==> src/rtl/game_timer_scheduler.sv <==
// Game minute clock and professor quiz-call scheduler for the game-state controller.
// Optional build macro QUIZ_FIXED_GAP_EN: fixed QUIZ_MIN_GAP call spacing, no LFSR.
module game_timer_scheduler #(
    parameter int unsigned TICKS_PER_MIN = 6000000,
    parameter int unsigned MAX_MIN       = 120,
    parameter int unsigned QUIZ_MIN_GAP  = 10,
    parameter logic [7:0]  LFSR_SEED     = 8'hA5
) (
    input  logic       Clk,
    input  logic       Reset_n,
    input  logic       start,
    input  logic       ack,
    input  logic       pause,
    input  logic       in_quiz,
    output logic [7:0] minutes,
    output logic       min_tick,
    output logic       professor,
    output logic       time_up,
    output logic [2:0] sched_state
);

    // state  | meaning
    // S_IDLE | waiting for start, minutes held at 0
    // S_RUN  | game clock running, no call pending
    // S_CALL | professor call raised, waiting for the controller to enter a quiz
    // S_QUIZ | quiz in progress, waiting for in_quiz to fall
    // S_DONE | time is up, minutes frozen until ack
    typedef enum logic [2:0] {
        S_IDLE = 3'd0,
        S_RUN  = 3'd1,
        S_CALL = 3'd2,
        S_QUIZ = 3'd3,
        S_DONE = 3'd4
    } state_t;

    localparam int          PS_W    = (TICKS_PER_MIN > 1) ? $clog2(TICKS_PER_MIN) : 1;
    localparam logic [PS_W-1:0] PS_LAST = PS_W'(TICKS_PER_MIN - 1);
    localparam logic [8:0]  MAX9    = (MAX_MIN > 511) ? 9'd511 : 9'(MAX_MIN);
    localparam logic [8:0]  GAP_MIN = 9'(QUIZ_MIN_GAP);

    state_t          state;
    logic [PS_W-1:0] prescaler;
    logic [7:0]      next_call;
    logic [8:0]      gap;
    logic [8:0]      call_sum;
    logic [7:0]      call_load;
    logic [7:0]      minutes_inc;
    logic            counting;
    logic            wrap;
    logic            at_max;

`ifdef QUIZ_FIXED_GAP_EN
    assign gap = GAP_MIN;
`else
    localparam logic [7:0] SEED = (LFSR_SEED == 8'h00) ? 8'hA5 : LFSR_SEED;
    logic [7:0] lfsr;

    // Right-shifting Galois form of x^8+x^6+x^5+x^4+1; free-runs in every state.
    always_ff @(posedge Clk or negedge Reset_n) begin
        if (!Reset_n) begin
            lfsr <= SEED;
        end else begin
            lfsr <= lfsr[0] ? ((lfsr >> 1) ^ 8'hB8) : (lfsr >> 1);
        end
    end

    assign gap = GAP_MIN + {5'd0, lfsr[3:0]};
`endif

    assign call_sum    = {1'b0, minutes} + gap;
    assign call_load   = call_sum[8] ? 8'hFF : call_sum[7:0];
    assign minutes_inc = (minutes == 8'hFF) ? 8'hFF : minutes + 8'd1;
    assign counting    = ((state == S_RUN) || (state == S_CALL) || (state == S_QUIZ)) && !pause;
    assign wrap        = counting && (prescaler == PS_LAST);
    assign at_max      = ({1'b0, minutes} >= MAX9);
    assign sched_state = state;

    always_ff @(posedge Clk or negedge Reset_n) begin
        if (!Reset_n) begin
            state     <= S_IDLE;
            prescaler <= '0;
            minutes   <= 8'd0;
            min_tick  <= 1'b0;
            professor <= 1'b0;
            time_up   <= 1'b0;
            next_call <= 8'd0;
        end else begin
            min_tick <= wrap;
            if (counting) begin
                prescaler <= wrap ? '0 : prescaler + PS_W'(1);
            end
            if (wrap) begin
                minutes <= minutes_inc;
            end

            case (state)
                S_IDLE: begin
                    minutes   <= 8'd0;
                    prescaler <= '0;
                    professor <= 1'b0;
                    time_up   <= 1'b0;
                    if (start) begin
                        state     <= S_RUN;
                        next_call <= call_load;
                    end
                end
                S_RUN: begin
                    if (at_max) begin
                        state   <= S_DONE;
                        time_up <= 1'b1;
                    end else if (minutes >= next_call) begin
                        state     <= S_CALL;
                        professor <= 1'b1;
                    end
                end
                S_CALL: begin
                    if (in_quiz) begin
                        state     <= S_QUIZ;
                        professor <= 1'b0;
                    end else if (at_max) begin
                        state     <= S_DONE;
                        professor <= 1'b0;
                        time_up   <= 1'b1;
                    end
                end
                S_QUIZ: begin
                    // The final quiz is allowed to run past MAX_MIN; time_up waits for its exit.
                    professor <= 1'b0;
                    if (!in_quiz) begin
                        if (at_max) begin
                            state   <= S_DONE;
                            time_up <= 1'b1;
                        end else begin
                            state     <= S_RUN;
                            next_call <= call_load;
                        end
                    end
                end
                S_DONE: begin
                    professor <= 1'b0;
                    time_up   <= 1'b1;
                    if (ack) begin
                        state     <= S_IDLE;
                        minutes   <= 8'd0;
                        prescaler <= '0;
                        time_up   <= 1'b0;
                    end
                end
                default: begin
                    state <= S_IDLE;
                end
            endcase
        end
    end

endmodule

==> config.mk <==
export PLATFORM = sky130hd
export DESIGN_NAME = game_timer_scheduler
export DESIGN_NICKNAME = d
export VERILOG_FILES = /design/src/rtl/game_timer_scheduler.sv
export SDC_FILE = /design/constraint.sdc
export NUM_CORES = 1
export LEC_CHECK = 0
export CAP_MARGIN = 20
export CORE_MARGIN = 4
export CORE_UTILIZATION = 68
export DETAILED_ROUTE_END_ITERATION = 12
export DONT_BUFFER_PORTS = 1
export PLACE_DENSITY = 0.84
export SLEW_MARGIN = 20
export SYNTH_ARGS = -nofsm -noshare
export SYNTH_HDL_FRONTEND = slang
export SYNTH_SLANG_ARGS = --single-unit
==> constraint.sdc <==
create_clock -name Clk -period 3.8 [get_ports Clk]
set_input_delay 0.76 -clock Clk [delete_from_list [all_inputs] [get_ports Clk]]
set_output_delay 0.76 -clock Clk [all_outputs]
set_load 0.02 [all_outputs]
After elaboration in Yosys (flattened, before gate mapping)
Cells that the tools add are included.

Bits in registers: 53. Output and inout bits: 14. Logic and storage cells: 77.

$add $sub $neg: 4. Order comparisons: 2. Equal/unequal tests: 15. Muxes and demuxes: 32. Bitwise operators: 1. Reduce and logical (&&, ||, !) cells: 15.

Operators with widths (count): $mux 23 (3); $mux 8 (8); $pmux 23 s2 (1); $pmux 8 s2 (2); $mux 3 (8); $add 23x1->23 const B (1); $eq 23x23->1 const B (1); $pmux 3 s5 (1); $ne 2x2->1 const B (6); $add 8x5->9 (1); $add 8x1->8 const B (1); $eq 8x8->1 const B (1); $ge 8x7->1 const B (1); $ge 8x8->1 (1); $reduce_and 4->1 (2); $mux 1 (7); $eq 3x2->1 const B (2); $add 4x4->5 const A (1); $reduce_and 5->1 (1); $not 3->4 (1); $pmux 1 s4 (1); $reduce_bool 4->1 (1); $eq 3x1->1 const B (1); $eq 3x3->1 const B (1); 13 further kinds (15).

Logic depth before layout (Yosys ltp)
Depth after elaboration: 9. Mapped depth: 11. Mapped depth without buffers: 11.

Worst setup path before layout
Ideal clock, no wire load.

Path kind: input port to flip-flop. From: input pause. To: register minutes[7]. Setup time: 0.123 ns. Arrival time: 2.489 ns. Path slack: 1.188 ns. Cell stages on the path: 6. Path buffers: 1. Cell sequence: or2_4 > or4_4 > or4_1 > buf_4 > nor4_2 > o21ai_1.

Cells in the longest elaborated chain, start to end: 6.

RTL lines: start: declaration (RTL line 13) `input logic pause,`; $logic_not 1->1 * (RTL line 73) `assign counting = ((state == S_RUN) || (state == S_CALL) || (state == S_QUIZ)) && !pause;`; $logic_and 1x1->1 * (RTL line 73); $logic_and 1x1->1 * (RTL line 74) `assign wrap = counting && (prescaler == PS_LAST);`; $mux 8 * (RTL line 92) `if (wrap) begin`; $mux 8 (RTL line 142) `if (ack) begin`; $pmux 8 s2 * (RTL line 96) `case (state)`; end signal: assignment (RTL line 93) `minutes <= minutes_inc;`; end: declaration (RTL line 15) `output logic [7:0] minutes,`.

Mark *: on every way between the ends. The rest lies on a longest branch, timed or not. A chain may end at the register's enable or synchronous reset.

Worst setup path in the final report
From: register state[2], in the netlist sched_state[2]. To: register minutes[3].

Cells in the longest elaborated chain, start to end: 8. Elaborated cells on any way between the ends: 12. Classes of those cells: eq/ne: 4; mux: 3; reduce/logical: 5.

RTL lines: start: declaration (RTL line 41) `state_t state;`; start signal: assignment (RTL line 80) `state <= S_IDLE;`; start signal: assignment (RTL line 103) `state <= S_RUN;`; start signal: assignment (RTL line 109) `state <= S_DONE;`; $eq 3x1->1 or $eq 3x2->1 (tied branches) (RTL line 73); $logic_or 1x1->1 (2 in series) (RTL line 73); $logic_and 1x1->1 (RTL line 73); $logic_and 1x1->1 (RTL line 74); $mux 8 (RTL line 92); $mux 8 (RTL line 142); $pmux 8 s2 * (RTL line 96).

Marks and branches as above.

==> impl_metrics.toml <==
[outcome]
status = "finished, final reports clean"

[yosys]
ys_async_sr_fraction_pct = 100
syn_nets = 338
synth_top_area_cell = "dfrtp_1"
yosysMostFrequentCell = "dfrtp_1"
yosys-top-cells-area = "dfrtp_1 (41%), ha_1 (8.0%), nor2_1 (4.4%)"
synth_area_mm2 = 0.00298
synth-seq-area-share_pct = 44.7
ys_types = 54
ys.warnings.count = 0
ys_ff_latch = 53
synth.avg_cell_area_um2 = 9.54
synth_top_flop_cell = "dfrtp_1"
netlist.area_leader.share_pct = 41.2
synth_cells = 312
synthTopCellsByCount = "dfrtp_1 (49), nor2_1 (35), inv_1 (24)"
synth_edf_count = 0

[clock_tree]
cts_sinks = 53
cts_buffers = 5
cts_tree = "yes"
hold_buffers = 0
postCtsResizedCells = 0
clock_latency_ns = 0.32
cts-root-buf = "clkbuf_8"
htree_levels = 2
post-cts-setup-buffers = 0
path_clk_slew_ns = 0.11
cts_max_path_buffers = 2

[floorplanning]
io-pin-count = 20
die_h_um = 74.1
start_util_pct = 72.3
rows = 23
dieArea_mm2 = 0.00550
die_w_um = 74.1
core_mm2 = 0.00412

[sta]
rsz0062_at_grt = "no"
whs_ns = 0.121
fmax_mhz = 373
fin_crit_sh_pct = 70.5
hold_viol = 0
drv_slew = 0
tightest_slew_ns = 0.725
relSlewSlack_pct = 51.3
fin_ws_ns = 1.12
setup-tns-final_ns = 0
setup_viol_count_final = 0
fin_crit_ns = 2.68
clock-skew-final_ns = 0.0135

[cells_and_area]
fillers = 288
final_cell_area_mm2 = 0.00309
syn_to_final_growth_pct = 3.83
drive_gt1_share_pct = 7.35
register_area_mm2 = 0.00133
fin_nets = 338
fin_cells = 363
diodes = 0
multi_input_area_mm2 = 0.00150
final_core_util_pct = 75.1

[setup_path]
cp_slowest_stage_delay_ns = 0.72
end_kind = "flip-flop"
crit_required_ns = 3.96
cp_num_buf_inv = 0
crit_arrival_ns = 2.84
critPathTopFamily = "simple AND/OR/NAND/NOR gates"
worst-setup-path-type = "flip-flop to flip-flop"
crit_chain = "or2_4 > or4_4 > or4_1 > nor2_2 > a311oi_1"
worstSetupStartpointType = "flip-flop"
cp_slowest_cell = "or4_1"
cp_max_fo = 9

[worst_hold_path]
hp-class = "primary input to async pin"

[placed_design]
port_buffers = 0
place.gp.congestion = 0.804
postPlaceCellArea_mm2 = 0.00300
placed_cells = 355
dpl.hpwl_mm = 4.25
dp_slack_ns = 1.00

[power_and_ir_drop]
p_leak_nw = 1.42
power_density_mw_per_mm2 = 413
ir_drop_v = 0.000261
total_power_mw = 1.28

[route]
dr.pass1.iters = 4
postRouteAntennaNets = 0
num_vias = 2250
drtIter0Drc = 172
detail_route.wl_per_cell_um = 16.2
drt-total-wl_mm = 5.87
drc = 0
viasPerCell = 6.20

[run]
cap_viol_max_count = 0

[grt]
grt_pass1_wl_mm = 9.96
antenna_found_initial = 0
grt_pass1_vias = 2185
grt_max_degree = 54
grt-ovfl-total = 0
grt_usage_pct = 23.7
-- final cells by class --
| cell class | instances | share of cell area (%) |
|---|---|---|
| Clock buffer | 5 | 2.23 |
| Clock inverter | 3 | 0.689 |
| Inverter | 24 | 2.92 |
| Multi-Input combinational cell | 226 | 48.6 |
| Sequential cell | 53 | 43.1 |
| Tap cell | 50 | 2.03 |
| Timing Repair Buffer | 2 | 0.486 |
-- path summary, 6_finish.rpt --
check,startpoint,to,slack [ns],depth (start not counted)
hold reg to reg,lfsr[1]$_DFF_PN0_,lfsr[0]$_DFF_PN1_,0.39,0
setup reg to reg,sched_state[2]$_DFFE_PN0P_,minutes[3]$_DFF_PN0_,1.12,5
setup / recovery,sched_state[2]$_DFFE_PN0P_,minutes[3]$_DFF_PN0_,1.12,5
hold / removal,Reset_n,min_tick$_DFF_PN0_,0.12,0
min in group Clk,lfsr[1]$_DFF_PN0_,lfsr[0]$_DFF_PN1_,0.39,0
max in group asynchronous,Reset_n,lfsr[2]$_DFF_PN1_,3.46,0
-- flip-flops by register name, indices dropped and copies added (netlist names) --
register     count
minutes          8
lfsr             8
sched_state      3
min_tick         1
next_call        8
prescaler       23
time_up          1
professor        1
-- logic make-up after synthesis --
| kind of cell | Yosys count | share of synthesized area [%] |
|---|---|---|
| AO/OA/AOI/OAI | 53 | 11.7 |
| buffers and inverters | 33 | 4.84 |
| flip-flops | 53 | 44.7 |
| AND/OR/NAND/NOR | 125 | 21.6 |
| multiplexers | 3 | 1.09 |
| adder cells (fa/ha/maj) | 20 | 8.66 |
| XOR/XNOR | 25 | 7.36 |
-- cells in the final DEF, fill, tap and decap left out, types with 5 or more instances in the layout --
| cell | n |
|---|---|
| dfrtp_1 | 49 |
| nor2_1 | 35 |
| inv_1 | 24 |
| nand2_1 | 19 |
| ha_1 | 19 |
| nand3_1 | 18 |
| a21oi_1 | 17 |
| nor3_1 | 16 |
| xor2_1 | 14 |
| xnor2_1 | 11 |
| o21ai_0 | 7 |
| o22a_1 | 6 |
| and3_1 | 5 |
| a211oi_1 | 5 |
| nand2b_1 | 5 |
| clkbuf_8 | 5 |
-- routing by layer --
layer	GRT usage [%]	vias up	part of all wire [%]
li1	-	1096	-
met1	32.0	1078	44
met2	39.5	68	48
met3	4.73	8	6.3
met4	6.44	0	1.0
met5	0	-	0
-- power breakdown --
group	leakage, nW	switching, mW	internal [mW]
logic	0.678	0.118	0.103
clock network	0.0445	0.194	0.131
registers	0.694	0.0864	0.643
total	1.42	0.398	0.878
Note: power is estimated with default switching activity, not from simulation.
